## src/rtl/if_stage.sv

```systemverilog
// ---------------------------------------------------------------------------
// if_stage
//
// Instruction-fetch stage. Owns the program counter and drives the
// instruction-memory request handshake. Writes the IF/ID pipeline register
// that the decode stage reads.
//
// When decode stalls, one fetched word can be parked in a 1-entry skid
// buffer. An execute-stage redirect flushes IF/ID and the buffer. If a fetch
// is still outstanding at that point, its response is awaited and then
// dropped.
//
// Optional feature (macro IF_STATIC_PRED_EN):
//   When defined, an accepted JAL word steers next_pc to pc + J-immediate,
//   and its IF/ID entry is tagged with IFID_pred = 1.
//   When undefined, next_pc is always pc + 4 and IFID_pred stays 0.
//
// Parameters:
//   RESET_PC  first PC fetched after reset release
//   NOP_INST  bubble encoding written into IF/ID when it holds no instruction
//
// Ports:
//   clk, rst_n               clock (rising edge), async active-low reset
//   imem_req / imem_addr     fetch request; the address stays stable until ack
//   imem_ack / imem_rdata    response valid / instruction word
//   id_stall                 decode cannot accept; IF/ID holds
//   ex_redirect / ex_target  taken branch or mispredict, and its new PC
//   IFID_d_pc / IFID_d_inst  PC and instruction held in IF/ID
//   IFID_valid               IF/ID holds a real instruction
//   IFID_pred                entry was fetched under a taken prediction
// ---------------------------------------------------------------------------
module if_stage #(
  parameter logic [31:0] RESET_PC = 32'h0000_0000,
  parameter logic [31:0] NOP_INST = 32'h0000_0013
) (
  input  logic        clk,
  input  logic        rst_n,
  output logic        imem_req,
  output logic [31:0] imem_addr,
  input  logic        imem_ack,
  input  logic [31:0] imem_rdata,
  input  logic        id_stall,
  input  logic        ex_redirect,
  input  logic [31:0] ex_target,
  output logic [31:0] IFID_d_pc,
  output logic [31:0] IFID_d_inst,
  output logic        IFID_valid,
  output logic        IFID_pred
);

  typedef enum logic [1:0] {FETCH, BUF, KILL} state_t;

  state_t      r_state;
  state_t      w_state_nxt;

  // Low during the first cycle after reset release, which keeps imem_req low
  // until the first clock edge.
  logic        r_started;
  logic [31:0] r_pc;
  // Address of the request being killed; must stay on the bus until its ack.
  logic [31:0] r_kill_addr;

  logic        r_buf_valid;
  logic [31:0] r_buf_pc;
  logic [31:0] r_buf_inst;
  logic        r_buf_pred;

  logic        r_ifid_valid;
  logic [31:0] r_ifid_pc;
  logic [31:0] r_ifid_inst;
  logic        r_ifid_pred;

  logic        w_req;
  logic [31:0] w_addr;
  logic        w_accept;
  logic        w_to_buf;
  logic [31:0] w_target;
  logic [31:0] w_next_pc;
  logic        w_pred;

  assign w_req    = r_started && (r_state != BUF);
  assign w_addr   = (r_state == KILL) ? r_kill_addr : r_pc;
  // A word is only consumed in FETCH; an ack that coincides with a redirect
  // is discarded.
  assign w_accept = (r_state == FETCH) && w_req && imem_ack && !ex_redirect;
  assign w_to_buf = w_accept && id_stall && r_ifid_valid;
  // Misaligned targets are silently aligned; no trap is raised here.
  assign w_target = ex_target & ~32'd3;

`ifdef IF_STATIC_PRED_EN
  logic        w_is_jal;
  logic [31:0] w_jimm;

  assign w_is_jal  = (imem_rdata[6:0] == 7'b1101111);
  assign w_jimm    = {{11{imem_rdata[31]}}, imem_rdata[31], imem_rdata[19:12],
                      imem_rdata[20], imem_rdata[30:21], 1'b0};
  assign w_pred    = w_is_jal;
  assign w_next_pc = r_pc + (w_is_jal ? w_jimm : 32'd4);
`else
  assign w_pred    = 1'b0;
  assign w_next_pc = r_pc + 32'd4;
`endif

  assign imem_req    = w_req;
  assign imem_addr   = w_addr;
  assign IFID_d_pc   = r_ifid_pc;
  assign IFID_d_inst = r_ifid_inst;
  assign IFID_valid  = r_ifid_valid;
  assign IFID_pred   = r_ifid_pred;

  // State register and start flag.
  always_ff @(posedge clk or negedge rst_n) begin
    if (!rst_n) begin
      r_state   <= FETCH;
      r_started <= 1'b0;
    end else begin
      r_state   <= w_state_nxt;
      r_started <= 1'b1;
    end
  end

  // Next-state logic. A redirect wins over everything else. If a request is
  // still open it must be waited out in KILL.
  always_comb begin
    w_state_nxt = r_state;
    if (ex_redirect) begin
      w_state_nxt = (w_req && !imem_ack) ? KILL : FETCH;
    end else begin
      case (r_state)
        FETCH:   if (w_to_buf) w_state_nxt = BUF;
        BUF:     if (!id_stall) w_state_nxt = FETCH;
        KILL:    if (imem_ack) w_state_nxt = FETCH;
        default: w_state_nxt = FETCH;
      endcase
    end
  end

  // PC and kill-address registers.
  always_ff @(posedge clk or negedge rst_n) begin
    if (!rst_n) begin
      r_pc        <= RESET_PC;
      r_kill_addr <= RESET_PC;
    end else if (ex_redirect) begin
      r_pc        <= w_target;
      r_kill_addr <= w_addr;
    end else if (w_accept) begin
      r_pc        <= w_next_pc;
    end
  end

  // Skid buffer: holds one word fetched while IF/ID is full and stalled.
  always_ff @(posedge clk or negedge rst_n) begin
    if (!rst_n) begin
      r_buf_valid <= 1'b0;
      r_buf_pc    <= 32'd0;
      r_buf_inst  <= NOP_INST;
      r_buf_pred  <= 1'b0;
    end else if (ex_redirect) begin
      r_buf_valid <= 1'b0;
    end else if ((r_state == BUF) && !id_stall) begin
      r_buf_valid <= 1'b0;
    end else if (w_to_buf) begin
      r_buf_valid <= 1'b1;
      r_buf_pc    <= r_pc;
      r_buf_inst  <= imem_rdata;
      r_buf_pred  <= w_pred;
    end
  end

  // IF/ID register. Source priority is buffer, then fresh ack data, then a
  // bubble. A bubble leaves the PC field untouched.
  //
  // While stalled, IF/ID normally holds. If it only holds a bubble, though,
  // the accepted word is written straight in; otherwise that word would be
  // lost.
  always_ff @(posedge clk or negedge rst_n) begin
    if (!rst_n) begin
      r_ifid_valid <= 1'b0;
      r_ifid_pc    <= 32'd0;
      r_ifid_inst  <= NOP_INST;
      r_ifid_pred  <= 1'b0;
    end else if (ex_redirect) begin
      r_ifid_valid <= 1'b0;
      r_ifid_inst  <= NOP_INST;
      r_ifid_pred  <= 1'b0;
    end else if (!id_stall) begin
      if (r_buf_valid) begin
        r_ifid_valid <= 1'b1;
        r_ifid_pc    <= r_buf_pc;
        r_ifid_inst  <= r_buf_inst;
        r_ifid_pred  <= r_buf_pred;
      end else if (w_accept) begin
        r_ifid_valid <= 1'b1;
        r_ifid_pc    <= r_pc;
        r_ifid_inst  <= imem_rdata;
        r_ifid_pred  <= w_pred;
      end else begin
        r_ifid_valid <= 1'b0;
        r_ifid_inst  <= NOP_INST;
        r_ifid_pred  <= 1'b0;
      end
    end else if (w_accept && !r_ifid_valid) begin
      r_ifid_valid <= 1'b1;
      r_ifid_pc    <= r_pc;
      r_ifid_inst  <= imem_rdata;
      r_ifid_pred  <= w_pred;
    end
  end

endmodule

```

## config.mk

```make
export PLATFORM = sky130hd
export DESIGN_NAME = if_stage
export DESIGN_NICKNAME = d
export VERILOG_FILES = /design/src/rtl/if_stage.sv
export SDC_FILE = /design/constraint.sdc
export NUM_CORES = 1
export LEC_CHECK = 0
export BUFFER_PORTS_ARGS = -buffer_cell sky130_fd_sc_hd__buf_2
export CORE_MARGIN = 10
export CORE_UTILIZATION = 50
export DETAILED_ROUTE_END_ITERATION = 8
export GPL_ROUTABILITY_DRIVEN = 0
export GPL_TIMING_DRIVEN = 0
export PLACE_DENSITY = 0.69
export SLEW_MARGIN = 40
export SYNTH_ARGS = -nofsm -noshare
export SYNTH_HDL_FRONTEND = slang
export SYNTH_SLANG_ARGS = --single-unit
export TNS_END_PERCENT = 20
```

## constraint.sdc

```tcl
create_clock -name clk -period 2.5 [get_ports clk]
set_input_delay 0.125 -clock clk [delete_from_list [all_inputs] [get_ports clk]]
set_output_delay 0.125 -clock clk [all_outputs]
set_load 0.02 [all_outputs]
```

==> results of run 1 <==
## power breakdown
group | internal, W | switching, W | leakage [nW]
Clock | 0.00171 | 0.00120 | 0.304
Combinational | 0.000704 | 0.000890 | 2.36
Sequential | 0.00357 | 0.000280 | 2.40
## per-layer routing
metal  vias to the layer above  wire [µm]
met2                       175      11600
li1                       3113          -
met1                      3257       9910
met5                         -          0
met3                        23       1190
met4                         0        355
## what timing repair did
action,CTS,global route
gates resized for setup,1,7
hold buffers,64,0
endpoints found under the setup margin,12,18
cloned,0,0
endpoints found under the hold margin,129,0
## area by class of cell
cell class	instances	area share (%)
clock buffer	19	3.96
clock inverter	13	1.65
multi-input combinational	498	32.7
buffer	59	2.59
sequential	191	42.8
timing repair buffer	228	13.5
tap	225	2.52
inverter	9	0.302
## kinds of logic after synthesis
family                     synth area share [%]
AOI/OAI and AO/OA                          6.53
other                                    0.0858
DFF                                        54.7
and+or+nand+nor                            10.6
adders and majority gates                 0.143
muxes                                      21.5
xor gates and xnor gates                   2.80
buffers and inverters                      3.63
## stage by stage
stage          utilization (%)  hold slack (ns)
3_3_place_gp              57.2            0.334
5_1_grt                   64.9           0.0375
3_5_place_dp              57.5           0.0781
4_1_cts                   64.9         0.000998
6_report                  64.9           0.0249
2_1_floorplan                -           -0.171
## layout by cell type (no fill, tap or decap), types with 5 or more instances in the layout
master           n
o21ai_1         10
dlygate4sd3_1   64
nand2_1         79
mux2i_1         60
nand3_1         10
nand4_1          5
xor2_1           6
a21oi_1         34
nor3_1           7
and2_1           6
clkbuf_16       17
buf_2          190
o21ai_0         57
mux2_2         114
nor2_1          40
inv_1            8
xnor2_1         22
clkbuf_2         5
nor4_2           9
dfstp_2          6
dfrtp_1        185
clkbuf_1        20
## critical path: cells and delay by family (launching register included)
kind	cells	cell delay [ns]
and+or+nand+nor	1	0.18
DFF	1	0.41
muxes	1	0.38
buffers and inverters	3	0.78
## flip-flops by register name (all words and copies together) (netlist names), 2 cells and up
name and count:
IFID_d_inst 32, IFID_d_pc 30, r_buf_inst 32, r_buf_pc 30
r_kill_addr 32, r_pc 30, r_state 2
## final timing paths
path / startpoint / end / slack (ns)
min reg2reg: IFID_d_inst[7]$_DFFE_PN0P_ / IFID_d_inst[7]$_DFFE_PN0P_ / 0.48
max in group asynchronous: rst_n / r_kill_addr[9]$_DFFE_PN0P_ / 1.60
min in group asynchronous: rst_n / IFID_d_inst[10]$_DFFE_PN0P_ / 0.20
max: r_state[0]$_DFFE_PN0P_ / imem_addr[30] / 0.18
min: id_stall / r_buf_valid$_DFFE_PN0P_ / 0.02
max reg2reg: r_state[0]$_DFFE_PN0P_ / r_buf_pc[12]$_DFFE_PN0P_ / 0.23
==> impl_metrics.json, run 1 <==
{
  "status": "finished clean",
  "dieArea_mm2": 0.0232,
  "post-place-cells": 1146,
  "die-height_um": 152,
  "clock_transition_at_path_regs_ns": 0.06,
  "layout_min_cycle_time_ns": 2.32,
  "cpPeakStageDelay_ns": 0.41,
  "drive_gt1_share_pct": 36.3,
  "reg2reg_path_depth": 4,
  "clock_sink_count": 191,
  "detail_route.vias_per_cell": 5.29,
  "drt-pass1-iter-count": 5,
  "max_slew_margin_pct": 45.8,
  "critical_path_peak_fanout": 10,
  "finalSetupViolCount": 0,
  "hold_viol": 0,
  "rsz0062_at_grt": "true",
  "postLayoutCellArea_mm2": 0.0112,
  "netlist_cell_types": 45,
  "timing.hold.worst_path_depth": 3,
  "total_power_w": 0.00835,
  "worst_ep_arrival_time_ns": 2.19,
  "layout_worst_path_cycle_share_pct": 92.7,
  "multi_input_area_mm2": 0.00366,
  "grt_max_degree": 72,
  "cts-root-buf": "clkbuf_16",
  "critPathKind": "flop to primary output",
  "worstPathCellList": "nor2b_1 > buf_2 > buf_2 > mux2_2 > buf_2",
  "port_buffers": 162,
  "synth_top_cell_area_share_pct": 52.9,
  "max-vdd-ir-drop_v": 0.000472,
  "grt_usage_pct": 20.1,
  "power_density_mw_per_mm2": 746,
  "tritoncts": "done",
  "finalWirelength_um": 23000,
  "floorplan.initialDensity_pct": 50.8,
  "postSynthCellCount": 755,
  "post-route-worst-setup-slack_ns": 0.184,
  "initial_antenna_violation_count": 0,
  "drv_cap": 0,
  "totalNegativeSetupSlack_ns": 0,
  "worst-endpoint-required_ns": 2.38,
  "global_route_overflow": 0,
  "worst_pin_slew_ns": 0.810,
  "clock_tree.buffer_depth": 2,
  "synth.cells.most_frequent": "dfrtp_1, mux2_2, nand2_1",
  "grt_pass1_vias": 7024,
  "p_leak_nw": 5.07,
  "globalRouteMet2Util_pct": 34.0,
  "top_usage_layer": "met2",
  "holdCritPathClass": "input pin to flop",
  "cpMaxStageDelayCell": "dfrtp_1",
  "final_cell_count_no_fill": 1242,
  "area.sequential_mm2": 0.00479,
  "async_reset_ff_share_pct": 100,
  "postPlaceCellArea_mm2": 0.00992,
  "timing.critical_path.mode_cell": "buf_2",
  "count_of_flip_flops_with_a_built_in_enable_after_synthesis": 0,
  "cts-htree-levels": 4,
  "io_pins": 168,
  "finalNetCount": 1074,
  "ys.warnings.count": 0,
  "antenna_cells": 0,
  "wl_per_cell_um": 18.5,
  "postSynthRegisterBits": 191,
  "synth.avg_cell_area_um2": 11.6,
  "ant_nets": 0,
  "core-area_mm2": 0.0172,
  "clk-insertion-delay-late_ns": 0.43,
  "grt_pass1_wl_um": 38200,
  "sequential_to_total_area_share_from_yosys_stat_pct": 54.7,
  "detailedPlace.worstSlack_ns": 0.114,
  "worst_clock_skew_ns": 0.0108,
  "post-dp-hpwl_um": 15900,
  "initialDrtViolationCount": 350,
  "cts_setup_buffers": 0,
  "routed-via-count": 6568,
  "cts-buffers-inserted": 17,
  "layout.filler_cells": 1373,
  "syn2layout_area_growth_pct": 27.9,
  "post_synthesis_instance_area_mm2": 0.00875,
  "fp.dieW_um": 152,
  "synth.top_cells.by_area": "dfrtp_1, mux2_2, mux2i_1, nand2_1, o21ai_0",
  "report.final.slew_viol_count": 0,
  "max_freq_mhz": 432,
  "use_met3_pct": 4.71,
  "core.rowCount": 48,
  "route.detailed.drc": 0,
  "yosys.cell_count.top_type": "dfrtp_1",
  "use_met1_pct": 25.4,
  "synth.largest_area_cell": "dfrtp_1",
  "synth_ff_type": "dfrtp_1",
  "end_kind": "primary output",
  "start_kind": "flop"
}
(Power assumes the default switching activity.)
==> run 2, diff against run 1 <==
MAX_ROUTING_LAYER = met4   (was unset)
==> run 2 against run 1 <==
  * Maximum frequency down 0.38%
  * Sequential share of layout area is the same
  * Hold slack worse by 0.0032 ns
  * Global-route usage is 0.57 points higher
  * Via count hardly changed
  * Sequential cell count stayed put
  * Utilization did not move
  * Cell count stayed put
  * Combinational power about the same
  * Clock power is essentially flat
  * Critical endpoint unchanged
==> impl_metrics.json, run 2 (synthesized netlist as in run 1, its figures left out) <==
{
  "status": "finished clean",
  "total_buffers_and_inverters_traversed_by_the_critical_path": 3,
  "drt-pass1-iter-count": 5,
  "drv_cap": 0,
  "floorplan.initialDensity_pct": 50.8,
  "initialDrtViolationCount": 325,
  "grt_max_degree": 72,
  "cts-htree-levels": 4,
  "worst_clock_skew_ns": 0.0118,
  "grt_pass1_wl_um": 38100,
  "hold_viol": 0,
  "layout_worst_path_cycle_share_pct": 93.0,
  "max_freq_mhz": 430,
  "drive_gt1_share_pct": 36.3,
  "global_route_overflow": 0,
  "critical-path-top-delay-family": "buffers and inverters",
  "initial_antenna_violation_count": 0,
  "worstPathCellList": "nor2b_1 > buf_2 > buf_2 > mux2_2 > buf_2",
  "fp.dieW_um": 152,
  "mostFrequentLayoutCells": "buf_2, dfrtp_1, mux2_2",
  "grt_usage_pct": 20.7,
  "power_density_mw_per_mm2": 746,
  "cpMaxStageDelayCell": "dfrtp_1",
  "core-area_mm2": 0.0172,
  "worst_pin_slew_ns": 0.818,
  "cts_setup_buffers": 0,
  "totalNegativeSetupSlack_ns": 0,
  "end_kind": "primary output",
  "wl_per_cell_um": 18.6,
  "finalWirelength_um": 23100,
  "die-height_um": 152,
  "syn2layout_area_growth_pct": 27.9,
  "post-place-cells": 1146,
  "dieArea_mm2": 0.0232,
  "io_pins": 168,
  "layout.cells.most_common": "buf_2",
  "worst-endpoint-required_ns": 2.38,
  "detail_route.vias_per_cell": 5.28,
  "p_leak_nw": 5.07,
  "clock_tree.buffer_depth": 2,
  "reg2reg_path_depth": 4,
  "tritoncts": "done",
  "cts-root-buf": "clkbuf_16",
  "report.final.slew_viol_count": 0,
  "timing.hold.worst_path_depth": 3,
  "rsz0062_at_grt": "true",
  "ant_nets": 0,
  "clock_transition_at_path_regs_ns": 0.06,
  "cpPeakStageDelay_ns": 0.41,
  "timing.critical_path.mode_cell": "buf_2",
  "post-dp-hpwl_um": 15900,
  "finalNetCount": 1074,
  "grt_pass1_vias": 7019,
  "start_kind": "flop",
  "cts-buffers-inserted": 17,
  "port_buffers": 162,
  "clock_sink_count": 191,
  "critical_path_peak_fanout": 10,
  "worst_ep_arrival_time_ns": 2.20,
  "route.detailed.drc": 0,
  "antenna_cells": 0,
  "final_cell_count_no_fill": 1242,
  "holdCritPathClass": "input pin to flop",
  "routed-via-count": 6563,
  "layout_min_cycle_time_ns": 2.33,
  "max_slew_margin_pct": 45.3,
  "finalSetupViolCount": 0,
  "max-vdd-ir-drop_v": 0.000478,
  "critPathKind": "flop to primary output",
  "timing.critical_path.depth": 5,
  "clk-insertion-delay-late_ns": 0.44,
  "core.rowCount": 48
}
## run 2: layout make-up
| cell class | count | area, µm² |
|---|---|---|
| flip-flops and latches | 191 | 4790 |
| inverters | 9 | 33.8 |
| repair buffers | 228 | 1520 |
| fillers | 1373 | 6040 |
| plain buffers | 59 | 290 |
| clock buffers | 19 | 443 |
| well taps | 225 | 282 |
| multi-input cells | 498 | 3660 |
| clock inverters | 13 | 185 |
## run 2: worst paths after layout
kind	slack, ns	endpoint	startpoint
max	0.17	imem_addr[30]	r_state[0]$_DFFE_PN0P_
min	0.02	r_buf_valid$_DFFE_PN0P_	id_stall
min reg2reg	0.48	IFID_d_inst[2]$_DFFE_PN0P_	IFID_d_inst[2]$_DFFE_PN0P_
max reg2reg	0.23	r_buf_pc[12]$_DFFE_PN0P_	r_state[0]$_DFFE_PN0P_
min in group asynchronous	0.20	IFID_d_inst[10]$_DFFE_PN0P_	rst_n
max in group asynchronous	1.61	IFID_d_pc[11]$_DFFE_PN0P_	rst_n
## run 2: report_power, final
| part | internal, W | switching [W] | leakage, nW |
|---|---|---|---|
| combinational | 0.000704 | 0.000891 | 2.36 |
| clock | 0.00171 | 0.00120 | 0.304 |
| sequential | 0.00357 | 0.000280 | 2.40 |
| total | 0.00598 | 0.00237 | 5.07 |
## run 2: what timing repair did
item	in CTS	in global routing
endpoints found under the setup margin	12	18
gates resized for setup	1	7
hold endpoints to repair	129	0
hold buffers	64	0
## run 2: per-stage QoR
| step | power [W] | area [µm²] | worst slack (ns) | hold WS [ns] | util [%] |
|---|---|---|---|---|---|
| after CTS | 0.00843 | 11200 | 0.0420 | 0.000998 | 64.9 |
| after detailed placement | 0.00543 | 9920 | 0.114 | 0.0781 | 57.5 |
| after floorplan | 0.00482 | 8760 | 0.570 | -0.171 | - |
| final | 0.00835 | 11200 | 0.175 | 0.0217 | 64.9 |
| after global placement | 0.00536 | 9850 | -1.94 | 0.334 | 57.2 |
| after global routing | 0.00874 | 11200 | -0.000602 | 0.0375 | 64.9 |
## run 2: worst reg2reg max path: cells and delay by family, from the launching register on
kind                   cells  cell delay, ns
multiplexers               1            0.38
flip-flops                 1            0.41
AND/OR/NAND/NOR            2            0.95
buffers and inverters      1            0.42
## run 2: layer usage
metal / GRT usage, % / part of all wire, % / up-vias
met5: - / 0 / -
met4: 5.32 / 1.6 / 0
met3: 4.32 / 4.7 / 24
met2: 34.0 / 50 / 171
met1: 25.6 / 44 / 3248
li1: - / - / 3120
==> run 3, diff against run 2 <==
CELL_PAD_IN_SITES_DETAIL_PLACEMENT = 0   (was unset)
CELL_PAD_IN_SITES_GLOBAL_PLACEMENT = 1   (was unset)
CORE_UTILIZATION = 44   (was 50)
PLACE_DENSITY = 0.76   (was 0.69)
==> run 3 against run 2 <==
  * Via count down 3.3%
  * Sequential share of layout area barely moved
  * Largest cell class unchanged
  * Largest power group unchanged
  * Critical path type unchanged
  * Global-route usage is 2.5 points lower
  * Routed wire length fell by 0.95%
  * Register-to-register slack is essentially flat
  * Hold slack better by 0.0023 ns
==> impl_metrics.json, run 3 (synthesized netlist as in run 1, its figures left out) <==
{
  "cts-htree-levels": 4,
  "post-dp-hpwl_um": 16100,
  "clock_sink_count": 191,
  "drive_gt1_share_pct": 36.0,
  "finalNetCount": 1074,
  "post-place-cells": 1186,
  "worst_pin_slew_ns": 0.814,
  "hold_viol": 0,
  "finalSetupViolCount": 0,
  "power_density_mw_per_mm2": 725,
  "cts-root-buf": "clkbuf_16",
  "floorplan.initialDensity_pct": 44.8,
  "cp-startpoint": "r_state[0]$_DFFE_PN0P_",
  "global_route_overflow": 0,
  "layout.cells.most_common": "buf_2",
  "totalNegativeSetupSlack_ns": 0,
  "worst-endpoint-required_ns": 2.38,
  "rr_startpoint": "r_state[0]$_DFFE_PN0P_",
  "clock_tree.buffer_depth": 2,
  "clk-insertion-delay-late_ns": 0.43,
  "drt-pass1-iter-count": 4,
  "holdCritPathClass": "input pin to flop",
  "initial_antenna_violation_count": 0,
  "report.final.slew_viol_count": 0,
  "port_buffers": 162,
  "postPlaceCellArea_mm2": 0.00997,
  "critical_path_peak_fanout": 10,
  "area.sequential_mm2": 0.00479,
  "cp-endpoint": "imem_addr[21]",
  "layout.filler_cells": 1752,
  "p_leak_nw": 5.04,
  "syn2layout_area_growth_pct": 28.0,
  "io_pins": 168,
  "grt_max_degree": 68,
  "detail_route.vias_per_cell": 4.96,
  "antenna_cells": 0,
  "route.detailed.drc": 0,
  "routed-via-count": 6347,
  "cts-buffers-inserted": 17,
  "grt_pass1_vias": 6699,
  "reg2reg_to": "IFID_d_pc[7]$_DFFE_PN0P_",
  "critPathKind": "flop to primary output",
  "ant_nets": 0,
  "worst_ep_arrival_time_ns": 2.22,
  "final_cell_count_no_fill": 1280,
  "reg2reg_path_depth": 6,
  "layout_worst_path_cycle_share_pct": 93.7,
  "max_slew_margin_pct": 45.8,
  "die-height_um": 161,
  "dieArea_mm2": 0.0259,
  "reg2reg_setup_slack_ns": 0.22,
  "max-vdd-ir-drop_v": 0.000494,
  "tritoncts": "done",
  "worst_clock_skew_ns": 0.0121,
  "fp.dieW_um": 161,
  "core.rowCount": 51,
  "postLayoutCellArea_mm2": 0.0112,
  "multi_input_area_mm2": 0.00367,
  "drv_cap": 0,
  "rsz0062_at_grt": "false",
  "initialDrtViolationCount": 279,
  "max_freq_mhz": 427,
  "grt_pass1_wl_um": 36800,
  "layout_min_cycle_time_ns": 2.34,
  "start_kind": "flop",
  "finalWirelength_um": 22900,
  "status": "finished clean",
  "end_kind": "primary output",
  "wl_per_cell_um": 17.9,
  "grt_usage_pct": 18.3,
  "clock_transition_at_path_regs_ns": 0.07,
  "mostFrequentLayoutCells": "buf_2, dfrtp_1, mux2_2",
  "core-area_mm2": 0.0195
}
run 3: worst max-delay path, cell delays in order, from the launching register on:
cell     delay, ns
dfrtp_1       0.41
nor2b_1       0.17
buf_1         0.64
mux2_2        0.41
buf_2         0.16
run 3: per-stage QoR:
| stage | total power (W) | hold WS, ns | worst slack [ns] | utilization, % |
|---|---|---|---|---|
| 3_5_place_dp | 0.00543 | 0.104 | 0.119 | 51.1 |
| 2_1_floorplan | 0.00482 | -0.171 | 0.570 | - |
| 3_3_place_gp | 0.00538 | 0.332 | -1.96 | 50.7 |
| 4_1_cts | 0.00823 | 0.00704 | 0.0934 | 57.3 |
| 6_report | 0.00812 | 0.0240 | 0.158 | 57.4 |
| 5_1_grt | 0.00854 | 0.0273 | 0.0421 | 57.4 |
run 3: repair_timing:
item | CTS | global route
gates resized for setup | 1 | 1
hold endpoints to repair | 142 | 0
hold buffers | 64 | 0
setup endpoints to repair | 12 | 20
buffers inserted | 0 | 0
run 3: layer usage:
layer,track usage [%],part of all wire (%),up-vias
li1,-,-,3100
met1,23.6,47,3107
met2,28.7,48,123
met3,4.19,4.3,17
met4,4.22,0.95,0
met5,-,0,-
run 3: cell type report:
class,count,share of cell area [%]
well taps,265,2.96
inverters,9,0.302
clock inverters,7,0.681
multi-input cells,498,32.7
plain buffers,59,2.55
clock buffers,23,4.53
flip-flops and latches,191,42.7
repair buffers,228,13.5
run 3: worst min-delay path by stage:
stage | from | endpoint | slack [ns] | depth (start not counted)
global placement | ex_target[13] | r_pc[13]$_DFFE_PN0N_ | 0.33 | 3
finish | id_stall | r_buf_valid$_DFFE_PN0P_ | 0.02 | 3
detailed placement | rst_n | r_kill_addr[15]$_DFFE_PN0P_ | 0.10 | 1
global route | id_stall | r_state[0]$_DFFE_PN0P_ | 0.03 | 3
CTS | id_stall | r_buf_valid$_DFFE_PN0P_ | 0.007 | 3
floorplan | rst_n | IFID_d_inst[10]$_DFFE_PN0P_ | -0.17 | 0
run 3: power by group:
part / leakage, nW / internal, W / switching, W
logic: 2.35 / 0.000703 / 0.000887
registers: 2.40 / 0.00357 / 0.000273
clock network: 0.284 / 0.00153 / 0.00116
total: 5.04 / 0.00580 / 0.00232
